<file path="src/rtl/corr_readout_seq.sv">
// corr_readout_seq: host-facing readout sequencer for the multi-tau correlator
// result RAM banks. Decodes a host address into a per-bank read, waits out the
// RAM read latency, and holds the word under a valid/ready handshake. Illegal
// addresses return FILL with rd_err set.
// Optional feature macro: CORR_RDSEQ_BURST_EN streams a whole bank as a burst.
module corr_readout_seq #(
  parameter int          NUM_BANKS = 5,
  parameter int          DATA_W    = 32,
  parameter int          BASE_AW   = 5,
  parameter int          RAM_LAT   = 1,
  parameter logic [31:0] FILL      = 32'hAAAAAAAA,
  localparam int         AWM       = BASE_AW + NUM_BANKS - 1
) (
  input  logic                        clk,
  input  logic                        rst_n,
  input  logic                        rd_req,
  input  logic [15:0]                 rd_addr,
  output logic                        rd_busy,
  output logic                        rd_valid,
  input  logic                        rd_ready,
  output logic [DATA_W-1:0]           rd_data,
  output logic                        rd_err,
  output logic                        rd_last,
  input  logic                        burst_req,
  output logic [NUM_BANKS-1:0]        ram_en,
  output logic [AWM-1:0]              ram_addr,
  input  logic [NUM_BANKS*DATA_W-1:0] ram_data
);

  localparam int LCW = (RAM_LAT > 1) ? $clog2(RAM_LAT) : 1;
  localparam logic [DATA_W-1:0] FILL_W = DATA_W'(FILL);

  typedef enum logic [2:0] {
    IDLE  = 3'd0,
    ISSUE = 3'd1,
    WAIT  = 3'd2,
    OUT   = 3'd3
`ifdef CORR_RDSEQ_BURST_EN
    ,
    BNEXT = 3'd4
`endif
  } state_t;

  state_t              state_reg, state_next;
  logic [AWM-1:0]      addr_reg, addr_next;
  logic [3:0]          bank_reg, bank_next;
  logic [LCW-1:0]      lat_reg, lat_next;
  logic [DATA_W-1:0]   data_reg, data_next;
  logic                err_reg, err_next;

  // Address decode of the live host address (only meaningful in IDLE)
  int                  sel_int;
  logic                sel_ok;
  logic                off_ok;
  logic [3:0]          sel_idx;
  logic [DATA_W-1:0]   sel_data;

`ifdef CORR_RDSEQ_BURST_EN
  logic                burst_reg, burst_next;
  logic                last_reg, last_next;
  logic [31:0]         mask_full;
  logic                last_word;
`else
  logic                unused_burst_req;
  assign unused_burst_req = burst_req;
`endif

  // Decode bank select and check the offset fits inside the selected bank
  always_comb begin
    sel_int = int'(rd_addr[15:12]);
    sel_ok  = (sel_int >= 1) && (sel_int <= NUM_BANKS);
    off_ok  = ((32'(rd_addr[11:0]) >> (BASE_AW + sel_int - 1)) == 32'd0);
    sel_idx = 4'(sel_int - 1);
  end

  // Pick the data slice of the bank being read
  always_comb begin
    sel_data = '0;
    for (int i = 0; i < NUM_BANKS; i++) begin
      if (bank_reg == 4'(i)) sel_data = ram_data[i*DATA_W +: DATA_W];
    end
  end

`ifdef CORR_RDSEQ_BURST_EN
  // A burst ends when the offset reaches the top word of the bank
  always_comb begin
    mask_full = (32'd1 << (BASE_AW + int'(bank_reg))) - 32'd1;
    last_word = (addr_reg == mask_full[AWM-1:0]);
  end
`endif

  // Next-state and datapath update
  always_comb begin
    state_next = state_reg;
    addr_next  = addr_reg;
    bank_next  = bank_reg;
    lat_next   = lat_reg;
    data_next  = data_reg;
    err_next   = err_reg;
`ifdef CORR_RDSEQ_BURST_EN
    burst_next = burst_reg;
    last_next  = last_reg;
`endif
    case (state_reg)
      IDLE: begin
`ifdef CORR_RDSEQ_BURST_EN
        if (burst_req) begin
          if (sel_ok) begin
            burst_next = 1'b1;
            bank_next  = sel_idx;
            addr_next  = '0;
            state_next = ISSUE;
          end else begin
            burst_next = 1'b0;
            data_next  = FILL_W;
            err_next   = 1'b1;
            last_next  = 1'b1;
            state_next = OUT;
          end
        end else
`endif
        if (rd_req) begin
`ifdef CORR_RDSEQ_BURST_EN
          burst_next = 1'b0;
          last_next  = 1'b1;
`endif
          if (sel_ok && off_ok) begin
            bank_next  = sel_idx;
            addr_next  = rd_addr[AWM-1:0];
            state_next = ISSUE;
          end else begin
            data_next  = FILL_W;
            err_next   = 1'b1;
            state_next = OUT;
          end
        end
      end
      ISSUE: begin
        lat_next   = '0;
        state_next = WAIT;
      end
      WAIT: begin
        if (lat_reg == LCW'(RAM_LAT - 1)) begin
          data_next  = sel_data;
          err_next   = 1'b0;
`ifdef CORR_RDSEQ_BURST_EN
          last_next  = !burst_reg || last_word;
`endif
          state_next = OUT;
        end else begin
          lat_next = lat_reg + LCW'(1);
        end
      end
      OUT: begin
        if (rd_ready) begin
`ifdef CORR_RDSEQ_BURST_EN
          if (burst_reg && !last_reg) state_next = BNEXT;
          else                        state_next = IDLE;
`else
          state_next = IDLE;
`endif
        end
      end
`ifdef CORR_RDSEQ_BURST_EN
      BNEXT: begin
        addr_next  = addr_reg + AWM'(1);
        state_next = ISSUE;
      end
`endif
      default: state_next = IDLE;
    endcase
  end

  // State and datapath registers with synchronous active-low reset
  always_ff @(posedge clk) begin
    if (!rst_n) begin
      state_reg <= IDLE;
      addr_reg  <= '0;
      bank_reg  <= '0;
      lat_reg   <= '0;
      data_reg  <= '0;
      err_reg   <= 1'b0;
`ifdef CORR_RDSEQ_BURST_EN
      burst_reg <= 1'b0;
      last_reg  <= 1'b0;
`endif
    end else begin
      state_reg <= state_next;
      addr_reg  <= addr_next;
      bank_reg  <= bank_next;
      lat_reg   <= lat_next;
      data_reg  <= data_next;
      err_reg   <= err_next;
`ifdef CORR_RDSEQ_BURST_EN
      burst_reg <= burst_next;
      last_reg  <= last_next;
`endif
    end
  end

  // One-hot bank enable, only during the single ISSUE cycle
  for (genvar gi = 0; gi < NUM_BANKS; gi++) begin : g_en
    assign ram_en[gi] = (state_reg == ISSUE) && (bank_reg == 4'(gi));
  end

  assign rd_busy  = (state_reg != IDLE);
  assign rd_valid = (state_reg == OUT);
  assign rd_data  = data_reg;
  assign rd_err   = err_reg;
  assign ram_addr = addr_reg;
`ifdef CORR_RDSEQ_BURST_EN
  assign rd_last  = rd_valid && last_reg;
`else
  assign rd_last  = rd_valid;
`endif

endmodule

</file>
<file path="config.mk">
export PLATFORM = sky130hd
export DESIGN_NAME = corr_readout_seq
export DESIGN_NICKNAME = d
export VERILOG_FILES = /design/src/rtl/corr_readout_seq.sv
export SDC_FILE = /design/constraint.sdc
export NUM_CORES = 1
export LEC_CHECK = 0
export CAP_MARGIN = 40
export CORE_MARGIN = 3
export CORE_UTILIZATION = 30
export DETAILED_ROUTE_END_ITERATION = 12
export PLACE_DENSITY = 0.66
export RECOVER_POWER = 50
export SLEW_MARGIN = 40
export SYNTH_ARGS = -nofsm -noshare
export SYNTH_HDL_FRONTEND = slang
export SYNTH_SLANG_ARGS = --single-unit
export TNS_END_PERCENT = 20
</file>
<file path="constraint.sdc">
create_clock -name clk -period 6.4 [get_ports clk]
set_input_delay 1.6 -clock clk [delete_from_list [all_inputs] [get_ports clk]]
set_output_delay 1.6 -clock clk [all_outputs]
set_load 0.01 [all_outputs]
</file>
; ---- Word level (Yosys, flattened, before mapping)
; Index checks and enable logic that the tools add are counted.
[classes]
order_cmp = 2
shifts = 1
n_mux = 20
n_reduce_logical = 16
add_sub_neg = 4
eq_ne = 11
[ops]
columns = operator, count
row1 = $mux 32, 8
row2 = $pmux 32 s2, 1
row3 = $logic_not 32->1, 1
row4 = $shr 12x32->32, 1
row5 = $pmux 3 s4, 1
row6 = $mux 3, 3
row7 = $eq 4x2->1 const B, 2
row8 = $ne 2x2->1 const B, 4
row9 = $logic_and 1x1->1, 7
row10 = $eq 3x2->1 const B, 2
row11 = $reduce_and 3->1, 2
row12 = $sub 5x1->6 const B, 1
row13 = $add 3x4->5 const A, 1
row14 = $eq 4x1->1 const B, 1
row15 = $eq 4x3->1 const B, 1
row16 = $ge 4x1->1 const B, 1
row17 = $le 4x3->1 const B, 1
row18 = $logic_not 4->1, 1
row19 = $mux 1, 4
row20 = $pmux 1 s2, 2
row21 = $reduce_and 4->1, 1
row22 = $reduce_bool 2->1, 2
row23 = $sub 4x1->4 const B, 1
row24 = $eq 3x1->1 const B, 1
row25 = 4 further kinds, 4
[totals]
ff_bits = 50
out_inout_bits = 50

; ---- Longest topological paths before layout
; Gate-level depths: netlist of the first run.
[depth]
word_depth = 8
depth_mapped = 9

; ---- Least setup slack after synthesis of the first run
; Ideal clock, no wire load.
[synth_timing]
path_type = input to register
from = in rd_addr[12]
to = reg data_reg[0], in the netlist rd_data[0]
path_buffers = 1
cell_stages = 9
slack_ns = 2.642
arrival_time_ns = 3.687
setup_time_ns = 0.072
path_cell_list = inv_1 ha_1 mux2_4 a222oi_1 o2111ai_1 a2bb2oi_2 a21oi_4 buf_12 mux2i_1
[synth_between]
elab_chain_cells = 7
[synth_lines]
columns = element, line
row1 = start: declaration, 17  ; input logic [15:0] rd_addr,
row2 = $add 3x4->5, 72  ; off_ok = ((32'(rd_addr[11:0]) >> (BASE_AW + sel_int - 1)) == 32'd0);
row3 = $sub 5x1->6, 72
row4 = $shr 12x32->32, 72
row5 = $logic_not 32->1, 72
row6 = $logic_and 1x1->1 (*), 127  ; if (sel_ok && off_ok) begin
row7 = $ne 2x2->1 (no source line) (*), --
row8 = $reduce_and 4->1 (no source line) (*), --
row9 = end signal: assignment, 192  ; data_reg <= data_next;
row10 = end: declaration, 48  ; logic [DATA_W-1:0] data_reg, data_next;
; Mark *: on every way between the ends. The rest lies on a longest branch, timed or not.
; A chain may end at the register's enable or synchronous reset.

; ---- Worst setup path after layout of the first run
[layout_timing]
from = in rd_addr[12]
to = reg data_reg[30], in the netlist rd_data[30]
; Same word-level chain as after synthesis.

==> results of run 1 <==
[cell usage after synthesis, types with 4 or more instances]
library cell	number	area, um2
sky130_fd_sc_hd__nor2_1	7	26.3
sky130_fd_sc_hd__ha_1	10	125
sky130_fd_sc_hd__buf_1	5	18.8
sky130_fd_sc_hd__o211ai_1	46	345
sky130_fd_sc_hd__o21ai_0	40	200
sky130_fd_sc_hd__dfxtp_1	48	961
sky130_fd_sc_hd__a31oi_1	4	25.0
sky130_fd_sc_hd__a21oi_1	33	165
sky130_fd_sc_hd__o22ai_1	14	87.6
sky130_fd_sc_hd__a211oi_1	6	45.0
sky130_fd_sc_hd__nand2_1	36	135
sky130_fd_sc_hd__inv_1	25	93.8
sky130_fd_sc_hd__mux2i_1	31	310
sky130_fd_sc_hd__a222oi_1	16	160
sky130_fd_sc_hd__clkbuf_1	38	143
sky130_fd_sc_hd__mux2_2	31	349
sky130_fd_sc_hd__nand3_1	25	125
sky130_fd_sc_hd__nor2b_1	5	31.3
[layer usage]
layer / wire, um / up-vias
li1: - / 2129
met1: 6870 / 2081
met2: 7060 / 183
met3: 1190 / 12
met4: 209 / 0
met5: 0 / -
[area by class of cell]
cell class / instances / area (um2)
Clock buffer: 5 / 125
Clock inverter: 2 / 60.1
Fill cell: 1153 / 5790
Inverter: 25 / 93.8
Multi-Input combinational cell: 341 / 2500
Sequential cell: 48 / 962
Tap cell: 168 / 210
Timing Repair Buffer: 234 / 2330
[cell families (layout without fill, tap and decap cells)]
| logic type | count (synthesis) | after routing | synth area share, % |
|---|---|---|---|
| AOI/OAI and AO/OA | 168 | 168 | 30.1 |
| xor gates and xnor gates | 2 | 2 | 0.471 |
| adders and majority gates | 10 | 10 | 3.36 |
| buffers and inverters | 73 | 266 | 8.01 |
| DFF | 48 | 48 | 25.8 |
| muxes | 65 | 65 | 19.3 |
| and+or+nand+nor | 96 | 96 | 12.8 |
[metrics by stage]
| step | hold slack (ns) | cells | setup slack [ns] | util [%] | area (um2) |
|---|---|---|---|---|---|
| 3_3_place_gp | 0.447 | 816 | 1.30 | 50.3 | 6070 |
| 6_report | 0.458 | 823 | 1.57 | 52.0 | 6280 |
| 5_1_grt | 0.481 | 823 | 1.40 | 52.0 | 6280 |
| 3_5_place_dp | 0.455 | 816 | 1.23 | 50.5 | 6090 |
| 2_1_floorplan | 0.482 | 462 | 2.64 | - | 3720 |
| 4_1_cts | 0.463 | 823 | 1.55 | 52.0 | 6280 |
[power groups by stage]
stage / clock network, mW / logic, mW / registers [mW]
after floorplan: 0 / 0.461 / 0.432
after global placement: 0 / 0.800 / 0.420
after detailed placement: 0 / 0.815 / 0.425
after CTS: 0.345 / 0.818 / 0.419
after global routing: 0.356 / 0.868 / 0.428
final: 0.334 / 0.793 / 0.417
[layout by cell type, fill, tap and decap left out, types with 3 or more instances in the layout]
cell type | synthesis | routed
sky130_fd_sc_hd__nor2b_1 | 5 | 4
sky130_fd_sc_hd__a211oi_1 | 6 | 6
sky130_fd_sc_hd__mux2_2 | 31 | 31
sky130_fd_sc_hd__nand3_1 | 25 | 25
sky130_fd_sc_hd__clkbuf_16 | 0 | 5
sky130_fd_sc_hd__o211ai_1 | 46 | 46
sky130_fd_sc_hd__o22ai_1 | 14 | 14
sky130_fd_sc_hd__a31oi_1 | 4 | 4
sky130_fd_sc_hd__nor2_1 | 7 | 7
sky130_fd_sc_hd__nand2_1 | 36 | 36
sky130_fd_sc_hd__dfxtp_1 | 48 | 47
sky130_fd_sc_hd__or2_2 | 3 | 3
sky130_fd_sc_hd__clkdlybuf4s50_1 | 0 | 180
sky130_fd_sc_hd__buf_4 | 1 | 4
sky130_fd_sc_hd__o21ai_0 | 40 | 40
sky130_fd_sc_hd__a222oi_1 | 16 | 16
sky130_fd_sc_hd__a21oi_1 | 33 | 33
sky130_fd_sc_hd__mux2i_1 | 31 | 31
sky130_fd_sc_hd__and2_1 | 3 | 3
sky130_fd_sc_hd__inv_1 | 25 | 24
sky130_fd_sc_hd__ha_1 | 10 | 9
sky130_fd_sc_hd__dlygate4sd3_1 | 0 | 48
[worst max-delay path, delay by kind of cell]
kind | cells | cell delay, ns
buffers and inverters | 2 | 0.75
adder cells (fa/ha/maj) | 1 | 0.26
multiplexers | 2 | 0.58
AO/OA/AOI/OAI | 4 | 1.85
[final timing paths]
check                           start                  endpoint  slack (ns)  depth (start not counted)
max                       rd_addr[12]  rd_data[30]$_SDFFE_PN0P_        1.57                          9
min           rd_data[6]$_SDFFE_PN0P_   rd_data[6]$_SDFFE_PN0P_        0.46                          2
max reg2reg  bank_reg[2]$_SDFFE_PN0P_  rd_data[19]$_SDFFE_PN0P_        3.75                          6
min reg2reg   rd_data[6]$_SDFFE_PN0P_   rd_data[6]$_SDFFE_PN0P_        0.46                          2
==> results.txt, run 1 <==
- Status: completed
- Along the worst path, the maximum fanout reaches 17.
* Worst stage delay on the critical path: between 0.6 and 0.7 ns
- Mean area per synthesized cell: slightly above 8 um2
- Highest-delay cell along the critical path: sky130_fd_sc_hd__a21oi_4
* Path class of the lowest-slack min-delay path: reg2reg
- Wire length of the first global-routing pass: 24,400 um
- IO buf count: 229
* Number of enable-type register cells in the synthesized netlist: 0
* Final-stage net count: between 800 and 900
* Critical path, cell by cell: clkdlybuf4s50_1 > inv_1 > ha_1 > mux2_4 > a222oi_1 > o2111ai_1 > a2bb2oi_2 > a21oi_4 > mux2i_1
- In this run the tightest slew margin relative to its limit is between 30% and 40%.
- The worst setup path is captured at a flip-flop.
- 0 antenna diodes ended up in the layout.
- Via total after detailed routing: between 4,000 and 5,000
* Worst-Margin Slew: ~0.90 ns
- The die is roughly 120 um wide.
- The initial utilization of the core area, before any placement, comes to a little under a third.
- The number of setup buffers added after CTS is 0.
* Count of nets left with antenna violations after detail routing: 0
- The via count of the first global-routing pass came to between 4,000 and 5,000.
- Share of flip-flops with an asynchronous set or reset after synthesis: 0%
- Std cell rows: 40
- The longest clock path from root to sink contains 2 buffers.
* Number of antenna violations at the first check in global routing: 0
- Worst Path Class, Setup: in2reg
* Ratio of final minimum period to clock period: between 70 and 80%
- Clock net sink count: 48
- Number of iterations in the first detailed-routing pass: 5
* Fin Clk Skew: 0.0103 ns
- Setup repair after global routing left no endpoint under its margin.
- Pin placement for this block handled 231 I/O pins.
- Sequential cells account for 27.0% of the total power.
* Largest net degree at the start of global routing: 66
- Power spread over the standard cell area amounts to between 200 and 250 nW/um2.
- Initial detailed-routing violation count: ~290
- Number of H-tree levels: 2
- Final number of hold-violating endpoints: 0
- The number of hold buffers added after CTS was 0.
- After routing, the total negative slack on setup checks comes to 0 ns.
- Internal power summed over all cells: slightly below 1 mW
- Routing usage on met3: between 6 and 7%
* Sequential element share of the synthesized area: between 20% and 30%
- Die height: approximately 120 um
- Main flop type after synthesis: sky130_fd_sc_hd__dfxtp_1
- In this run the power spent charging and discharging nets is about 0.57 mW.
* Clock-pin slew reported for the worst setup and hold paths after clock tree synthesis: 0.07 ns
* Fraction of final layout cells with drive strength greater than 1: around a tenth
- Inserted Clock Buffers: 5
- Max-capacitance violation count: 0
- In this run the most used layer during global routing was met2.
- Post-layout power: 1.54 mW
* Part of the total power dissipated in combinational logic: 51.4%
- TritonCTS clock tree: done
- Detailed-route DRC error count: 0
- Compared with the post-synthesis result, the final layout area differs by 68.7%.
- The analysis attributes to cell leakage a power of around 2.3 nW.
- Latest clock arrival within the worst-skew pair: approximately 0.29 ns
- Met1 Resource Use GR: between 20% and 30%
* Total of cells resized after clock tree synthesis: 0
- Post-detailed-route wirelength per cell: 18.6 um
- The worst setup path is launched from an input port.
- Required time of the critical path: ~6.6 ns
- Setup violations remaining at the end of the flow were counted as 0.
- The worst-case IR drop observed on VDD is between 200 and 300 uV.
- Dividing the detail-routed via count by the number of cells gives 5.35.
* Routing usage on met2: 34.6%
- The worst path in the final design needs a cycle of just under 5 ns, including I/O delays and setup.
- Peak clock frequency supported by timing: 0.207 GHz
- When the netlist entered floorplanning its net count stood at roughly 650.
* Number of flip-flops in the largest register: 32
- Overflow left after global routing: 0
* Number of synthesized register bits: 48
- The tree is rooted in a sky130_fd_sc_hd__clkbuf_16.
- Synthesis handed over a netlist of roughly 460 instances.
- The core region is approximately 12,000 um2.
- Net switching share of the total power: 37.2%
- In the global route stage, overall resource usage came out at 21.4%.
* Synth unique cells: 45
- Share of power burned in the clock network: about 22%
- At the worst endpoint, the arrival time is 5.04 ns.
- Synthesized area: 3720 um2
- Wires add up to between 15,000 and 20,000 um.
* Yosys warning count: 0
- Final Max Slew Viols: 0
- Detailed placement ended at an HPWL of about 12,000 um.
- Routability-driven placement finished with a final weighted congestion of 0.823.
* Overall die area: about 14,000 um2
No activity file was read; power rests on OpenSTA's default activity.
==> inputs of run 2 (changes only) <==
Settings changed: PLACE_DENSITY 0.66 to 0.68.
Clock period 6.4 ns to 4.03 ns, I/O delays scaled along.
==> run 2 against run 1 <==
Against the previous run: sequential power increased by 59%; die area unchanged; global-route usage increased by 0.13 points; non-clock buffer count increased by 9; critical path type unchanged; critical endpoint is now rd_data[1]$_SDFFE_PN0P_.
==> results.txt, run 2 (synthesized netlist as in run 1, its figures left out) <==
- Max-capacitance violation count: 0 (unchanged)
* Post-layout power: 2.48 mW (was 1.54 mW)
- The cell area after placement came to 6160 um2 (was 6090 um2).
* Vias in the first global route: 4,566 (was 4,403)
- Hold_ws: 0.456 ns (was 0.458 ns)
* Hold buffer count at CTS: 0 (unchanged)
* Detailed-route DRC error count: 0 (unchanged)
- The level count of the clock H-tree came to 2 (unchanged).
- Worst setup EP type: flip-flop (unchanged)
* Die height: 117 um (unchanged)
* Highest-delay cell along the critical path: sky130_fd_sc_hd__clkdlybuf4s50_1 (was sky130_fd_sc_hd__a21oi_4)
- Clock net sink count: 48 (unchanged)
* Latest clock arrival within the worst-skew pair: 0.28 ns (was 0.29 ns)
- Count of nets left with antenna violations after detail routing: 0 (unchanged)
- The number of standard-cell rows in the floorplan was 40 (unchanged).
* Initial detailed-routing violation count: 265 (was 291)
- The total iterations of the first detailed-routing run came to 8 (was 5).
- The number of endpoints failing setup at the final stage is 0 (unchanged).
* Effective utilization at floorplan: 30.8% (unchanged)
- The worst path uses between 80 and 90% of the clock period.
* Worst-Margin Slew: 0.822 ns (was 0.900 ns)
- The type of origin of the critical path is an input port (unchanged).
- Final-stage net count: 855 (was 846)
- Post-CTS setup buffers: 0 (unchanged)
- TNS Setup: 0 ns (unchanged)
- Derived from the worst setup path, the maximum achievable clock frequency is between 0.2 and 0.3 GHz.
- The average wire per standard cell came to 18.5 um (was 18.6 um).
- The category of cells accounting for the largest share of critical-path delay is compound AO/OA/AOI/OAI gates (unchanged).
- Core Box Area: 12,100 um2 (unchanged)
* Fin Clk Skew: 0.00843 ns (was 0.0103 ns)
* Required time of the critical path: 4.24 ns (was 6.61 ns)
- Status: completed (unchanged).
- Number of placed I/O pins: 231 (unchanged)
* Number of flip-flops in the largest register: 32 (unchanged)
- The detailed-route via count was 4,426 (was 4,405).
- Most common library cell in the layout ignoring fill and taps: sky130_fd_sc_hd__clkdlybuf4s50_1 (unchanged)
* Post-Route WL: 15,400 um (was 15,300 um)
* Overall die area: 13,800 um2 (unchanged)
* Post-DR vias/cell: 5.32 (was 5.35)
- The number of resized instances in the post-cts repair step is 0 (unchanged).
* CTS Buffer Depth: 2 (unchanged)
- The last weighted congestion value of the routability-driven placer came to 0.890 (was 0.823).
- Final number of hold-violating endpoints: 0 (unchanged)
- Buffers and inverters on the worst path: 3 (was 2)
- Overflow left after global routing: 0 (unchanged)
- Leakage Power: 2.39 nW (was 2.35 nW)
- Worst Path Max Fanout: 16 (was 17)
* Clk Tree Root Cell: sky130_fd_sc_hd__clkbuf_16 (unchanged)
- Horizontal extent of the die: 117 um (unchanged)
- The total CTS buffers was 5 (unchanged).
- Total power density per cell area: 391 nW/um2 (was 246 nW/um2)
- The TritonCTS clock tree is done (unchanged).
- The biggest cell delay along the critical path came to 0.60 ns (was 0.66 ns).
* Unrepaired setup endpoints after global routing: no (unchanged)
* Worst R2R Setup Slack: 1.26 ns (was 3.75 ns)
* Final standard cell area without fillers: 6340 um2 (was 6280 um2)
- Commonest cells after routing, fill and taps aside: sky130_fd_sc_hd__clkdlybuf4s50_1, sky130_fd_sc_hd__dlygate4sd3_1, sky130_fd_sc_hd__dfxtp_1 (unchanged)
* Final Max Slew Viols: 0 (unchanged)
- The maximum number of pins on one net before global-route repair is 37 (was 66).
- Critical path, cell by cell: clkdlybuf4s50_1 > inv_1 > ha_1 > mux2_4 > a222oi_1 > o2111ai_1 > o2bb2ai_2 > buf_4 > o211ai_1 > a21oi_1 (was clkdlybuf4s50_1 > inv_1 > ha_1 > mux2_4 > a222oi_1 > o2111ai_1 > a2bb2oi_2 > a21oi_4 > mux2i_1).
- Number of antenna violations at the first check in global routing: 0 (unchanged)
- The fraction of layout instances using a drive strength above 1 is 10.2% (was 9.47%).
- The worst path arrival time is 3.71 ns (was 5.04 ns).
- The worst-case headroom to the max-slew limit was 45.2% (was 39.9%).
- The path type of the worst min-delay path is reg2reg (unchanged).
- Global-route usage over all layers: 21.6% (was 21.4%)
- Worst ir drop on vdd: 309 uV (was 266 uV)
- The first-pass GRT wire length came to 24,600 um (was 24,400 um).
- The clock period could shrink to around 3.5 ns.
- Clock-pin slew reported for the worst setup and hold paths after clock tree synthesis: 0.07 ns (about the same)
- The relative area change from synthesis to final layout came to 70.5% (was 68.7%).
- The port buffer count was 229 (unchanged).
* Dpl hpwl: 12,000 um (was 11,700 um)
* Diode insertion count for antenna repair: 0 (unchanged)
* Worst Path Class, Setup: in2reg (unchanged)
==> run 2: worst paths after layout <==
kind | depth (start not counted) | startpoint | end
max reg2reg | 6 | bank_reg[0]$_SDFFE_PN0P_ | rd_data[9]$_SDFFE_PN0P_
min reg2reg | 2 | rd_data[2]$_SDFFE_PN0P_ | rd_data[2]$_SDFFE_PN0P_
max | 10 | rd_addr[14] | rd_data[1]$_SDFFE_PN0P_
min | 2 | rd_data[2]$_SDFFE_PN0P_ | rd_data[2]$_SDFFE_PN0P_
==> run 2: worst reg2reg max path, delay by kind of cell (launching register included) <==
family	cells	cell delay, ns
compound gates	3	0.69
buf+inv	1	0.53
flops	1	0.86
mux	1	0.43
simple gates	1	0.14
==> run 2: layout make-up <==
class	count	area (um2)
clock buffers	5	125
clock inverters	2	60.1
flip-flops and latches	48	962
well taps	168	210
fillers	1134	5720
inverters	25	93.8
repair buffers	243	2410
multi-input cells	341	2480
==> run 2: stage by stage <==
step	cells	utilization [%]	worst slack, ns
after floorplan	462	-	0.864
after global placement	825	51.0	0.332
after detailed placement	825	51.0	0.280
after CTS	832	52.6	0.548
after global routing	832	52.6	0.335
final	832	52.6	0.538
==> run 2: metal layers <==
| metal | GRT usage, % | routed length (um) | part of all wire (%) | vias to the layer above |
|---|---|---|---|---|
| met5 | 0 | 0 | 0 | - |
| li1 | - | - | - | 2137 |
| met3 | 5.79 | 1060 | 6.8 | 20 |
| met2 | 35.8 | 7280 | 47 | 183 |
| met4 | 6.23 | 369 | 2.4 | 0 |
| met1 | 27.5 | 6730 | 44 | 2086 |
==> run 2: report_power, final <==
part           internal (mW)  total (mW)  switching [mW]
clock network          0.352       0.529           0.177
logic                  0.636        1.29           0.656
registers              0.576       0.661          0.0852
==> inputs of run 3 (changes only) <==
Settings changed: PLACE_DENSITY 0.68 to 0.66.
Clock period 4.03 ns to 4.5 ns, I/O delays scaled along.
==> run 3 against run 2 <==
Against the previous run: wire length up 0.39%; largest power group unchanged; global-route usage about the same; worst hold slack worse by 0.00067 ns; utilization down 0.28 points; critical endpoint is now rd_data[14]$_SDFFE_PN0P_; register-to-register slack better by 0.68 ns.
==> results.txt, run 3 (synthesized netlist as in run 1, its figures left out) <==
- Path class of the lowest-slack min-delay path: reg2reg (unchanged)
* Fin Clk Skew: 0.0118 ns (was 0.00843 ns)
* Largest net degree at the start of global routing: 65 (was 37)
- Wire length of the first global-routing pass: 24,600 um (about the same)
- The highest ir drop seen on vdd was 262 uV (was 309 uV).
- The number of resized instances in the post-cts repair step is 0 (unchanged).
- The total negative slack came to 0 ns (unchanged).
- Number of placed I/O pins: 231 (unchanged)
- The critical-path maximum fanout came to 17 (was 16).
* Overflow left after global routing: 0 (unchanged)
- The all-layer global routing usage was 21.6% (about the same).
- The standard cell with the maximum stage delay on the critical path was sky130_fd_sc_hd__clkdlybuf4s50_1 (unchanged).
- Std cell rows: 40 (unchanged)
- Final Setup Violations: 0 (unchanged)
- The last weighted congestion value of the routability-driven placer was 0.825 (was 0.890).
- Number of instances on the worst hold path: 2 (unchanged)
- The count of cells along the worst register-to-register path came to 6 (unchanged).
- The port buffer count is 229 (unchanged).
- Placed Instances: 822 (was 825)
- Initial detailed-routing violation count: 337 (was 265)
* Final-stage net count: 853 (was 855)
- The worst path arrival time is 3.96 ns (was 3.71 ns).
- Required time of the critical path: 4.70 ns (was 4.24 ns)
* Unrepaired setup endpoints after global routing: no (unchanged)
* Ratio of final minimum period to clock period: between 80% and 90%
- Final standard cell area without fillers: 6310 um2 (was 6340 um2)
* Worst Path Class, Setup: in2reg (unchanged)
- Detailed-route DRC error count: 0 (unchanged)
* Worst-Margin Slew: 0.825 ns (was 0.822 ns)
- Max-slew headroom at the worst pin: 45.0% (was 45.2%)
* Horizontal extent of the die: 117 um (unchanged)
- The busiest layer in global routing was met2 (unchanged).
- Post-Route WL: 15,500 um (was 15,400 um)
- Worst stage delay on the critical path: 0.61 ns (was 0.60 ns)
- The post-detailed-placement half-perimeter wirelength came to 12,000 um (about the same).
- Clk Tree Root Cell: sky130_fd_sc_hd__clkbuf_16 (unchanged)
- The via density per instance is 5.32 (about the same).
* Number of iterations in the first detailed-routing pass: 5 (was 8)
* Latest clock arrival within the worst-skew pair: 0.29 ns (was 0.28 ns)
- The final number of hold-violating endpoints was 0 (unchanged).
- Number of cells in the finished layout apart from fillers: 831 (was 832)
- Max-capacitance violation count: 0 (unchanged)
- Critical path, cell by cell: clkdlybuf4s50_1 > inv_1 > ha_1 > mux2_4 > a222oi_1 > o2111ai_1 > a2bb2oi_2 > a21oi_4 > buf_4 > mux2i_1 (was clkdlybuf4s50_1 > inv_1 > ha_1 > mux2_4 > a222oi_1 > o2111ai_1 > o2bb2ai_2 > buf_4 > o211ai_1 > a21oi_1)
- The clock transition at the registers of the reported paths came to 0.07 ns (about the same).
* Die height: 117 um (unchanged)
- The area of the die is 13,800 um2 (unchanged).
* TritonCTS clock tree: done (unchanged)
* Final standard cell utilization of the core: 52.3% (was 52.6%)
- Effective utilization at floorplan: 30.8% (unchanged)
- The number of sinks handled by clock tree synthesis came to 48 (unchanged).
* Number of H-tree levels: 2 (unchanged)
- Number of antenna violations at the first check in global routing: 0 (unchanged)
- Count of nets left with antenna violations after detail routing: 0 (unchanged)
- Static timing analysis puts the maximum clock frequency at 0.266 GHz.
- Commonest cells after routing, fill and taps aside: sky130_fd_sc_hd__clkdlybuf4s50_1, sky130_fd_sc_hd__dlygate4sd3_1, sky130_fd_sc_hd__dfxtp_1 (unchanged)
* Vias in the first global route: 4,610 (was 4,566)
* Leakage Power: 2.38 nW (was 2.39 nW)
- Hold buffer count at CTS: 0 (unchanged)
* Fraction of final layout cells with drive strength greater than 1: 10.3% (was 10.2%)
- The final number of max-transition violations is 0 (unchanged).
- The type of origin of the critical path is an input port (unchanged).
- The relative area change from synthesis to final layout came to 69.6% (was 70.5%).
* Fill cell total of the finished layout: 1,156 (was 1,134)
- The number of antenna repair diodes came to 0 (unchanged).
- The clock tree buffer depth was 2 (unchanged).
- The number of setup buffers added after CTS was 0 (unchanged).
- Status: completed (unchanged).
- Routing usage on met2: 36.2% (was 35.8%)
- Total power density per cell area: 345 nW/um2 (was 391 nW/um2)
- Number of flip-flops in the largest register: 32 (unchanged)
- The critical path capture point type was a flip-flop (unchanged).
* Most common library cell in the layout ignoring fill and taps: sky130_fd_sc_hd__clkdlybuf4s50_1 (unchanged)
- Post-placement cell area: 6120 um2 (was 6160 um2)
- The detailed-route via count came to 4,421 (was 4,426).
* Inserted Clock Buffers: 5 (unchanged)
* Routing usage on met3: 6.08% (was 5.79%)
- The met1 demand-to-capacity share in global routing came to 27.5% (about the same).
* Fin crit period: ~3.8 ns
- The floorplan core area is 12,100 um2 (unchanged).
* Post-detailed-route wirelength per cell: 18.6 um (was 18.5 um)
## run 3: where the power goes
group / internal (mW) / switching [mW] / leakage (nW)
combinational: 0.562 / 0.593 / 1.90
sequential: 0.516 / 0.0706 / 0.392
clock: 0.264 / 0.168 / 0.0840
total: 1.34 / 0.832 / 2.38
## run 3: final timing paths
check / startpoint / end / slack (ns)
min reg2reg: rd_data[0]$_SDFFE_PN0P_ / rd_data[0]$_SDFFE_PN0P_ / 0.46
max: rd_addr[12] / rd_data[14]$_SDFFE_PN0P_ / 0.74
max reg2reg: bank_reg[0]$_SDFFE_PN0P_ / rd_data[21]$_SDFFE_PN0P_ / 1.94
min: rd_data[0]$_SDFFE_PN0P_ / rd_data[0]$_SDFFE_PN0P_ / 0.46
## run 3: metrics by stage
| stage | hold WS [ns] | power (mW) | setup WS [ns] |
|---|---|---|---|
| 4_1_cts | 0.464 | 2.22 | 0.739 |
| 3_3_place_gp | 0.447 | 1.74 | 0.559 |
| 3_5_place_dp | 0.455 | 1.77 | 0.465 |
| 6_report | 0.456 | 2.17 | 0.739 |
| 2_1_floorplan | 0.482 | 1.27 | 1.22 |
| 5_1_grt | 0.482 | 2.32 | 0.577 |
## run 3: cell type report
type	instances	area [um2]	area share, %
repair buffers	241	2390	37.9
flip-flops and latches	48	962	15.3
clock buffers	5	125	1.98
multi-input cells	341	2480	39.3
clock inverters	3	47.5	0.754
well taps	168	210	3.33
inverters	25	93.8	1.49
## run 3: critical path, delay by kind of cell
family,cells,cell delay [ns]
AOI/OAI and AO/OA,4,0.95
muxes,2,0.54
adders and majority gates,1,0.26
buffers and inverters,3,1.06
## run 3: layer usage
layer | share of wire, % | wire length [um] | vias up
met5 | 0 | 0 | -
met4 | 1.6 | 254 | 0
met3 | 7.9 | 1230 | 14
met2 | 47 | 7300 | 185
met1 | 43 | 6710 | 2088
li1 | - | - | 2134
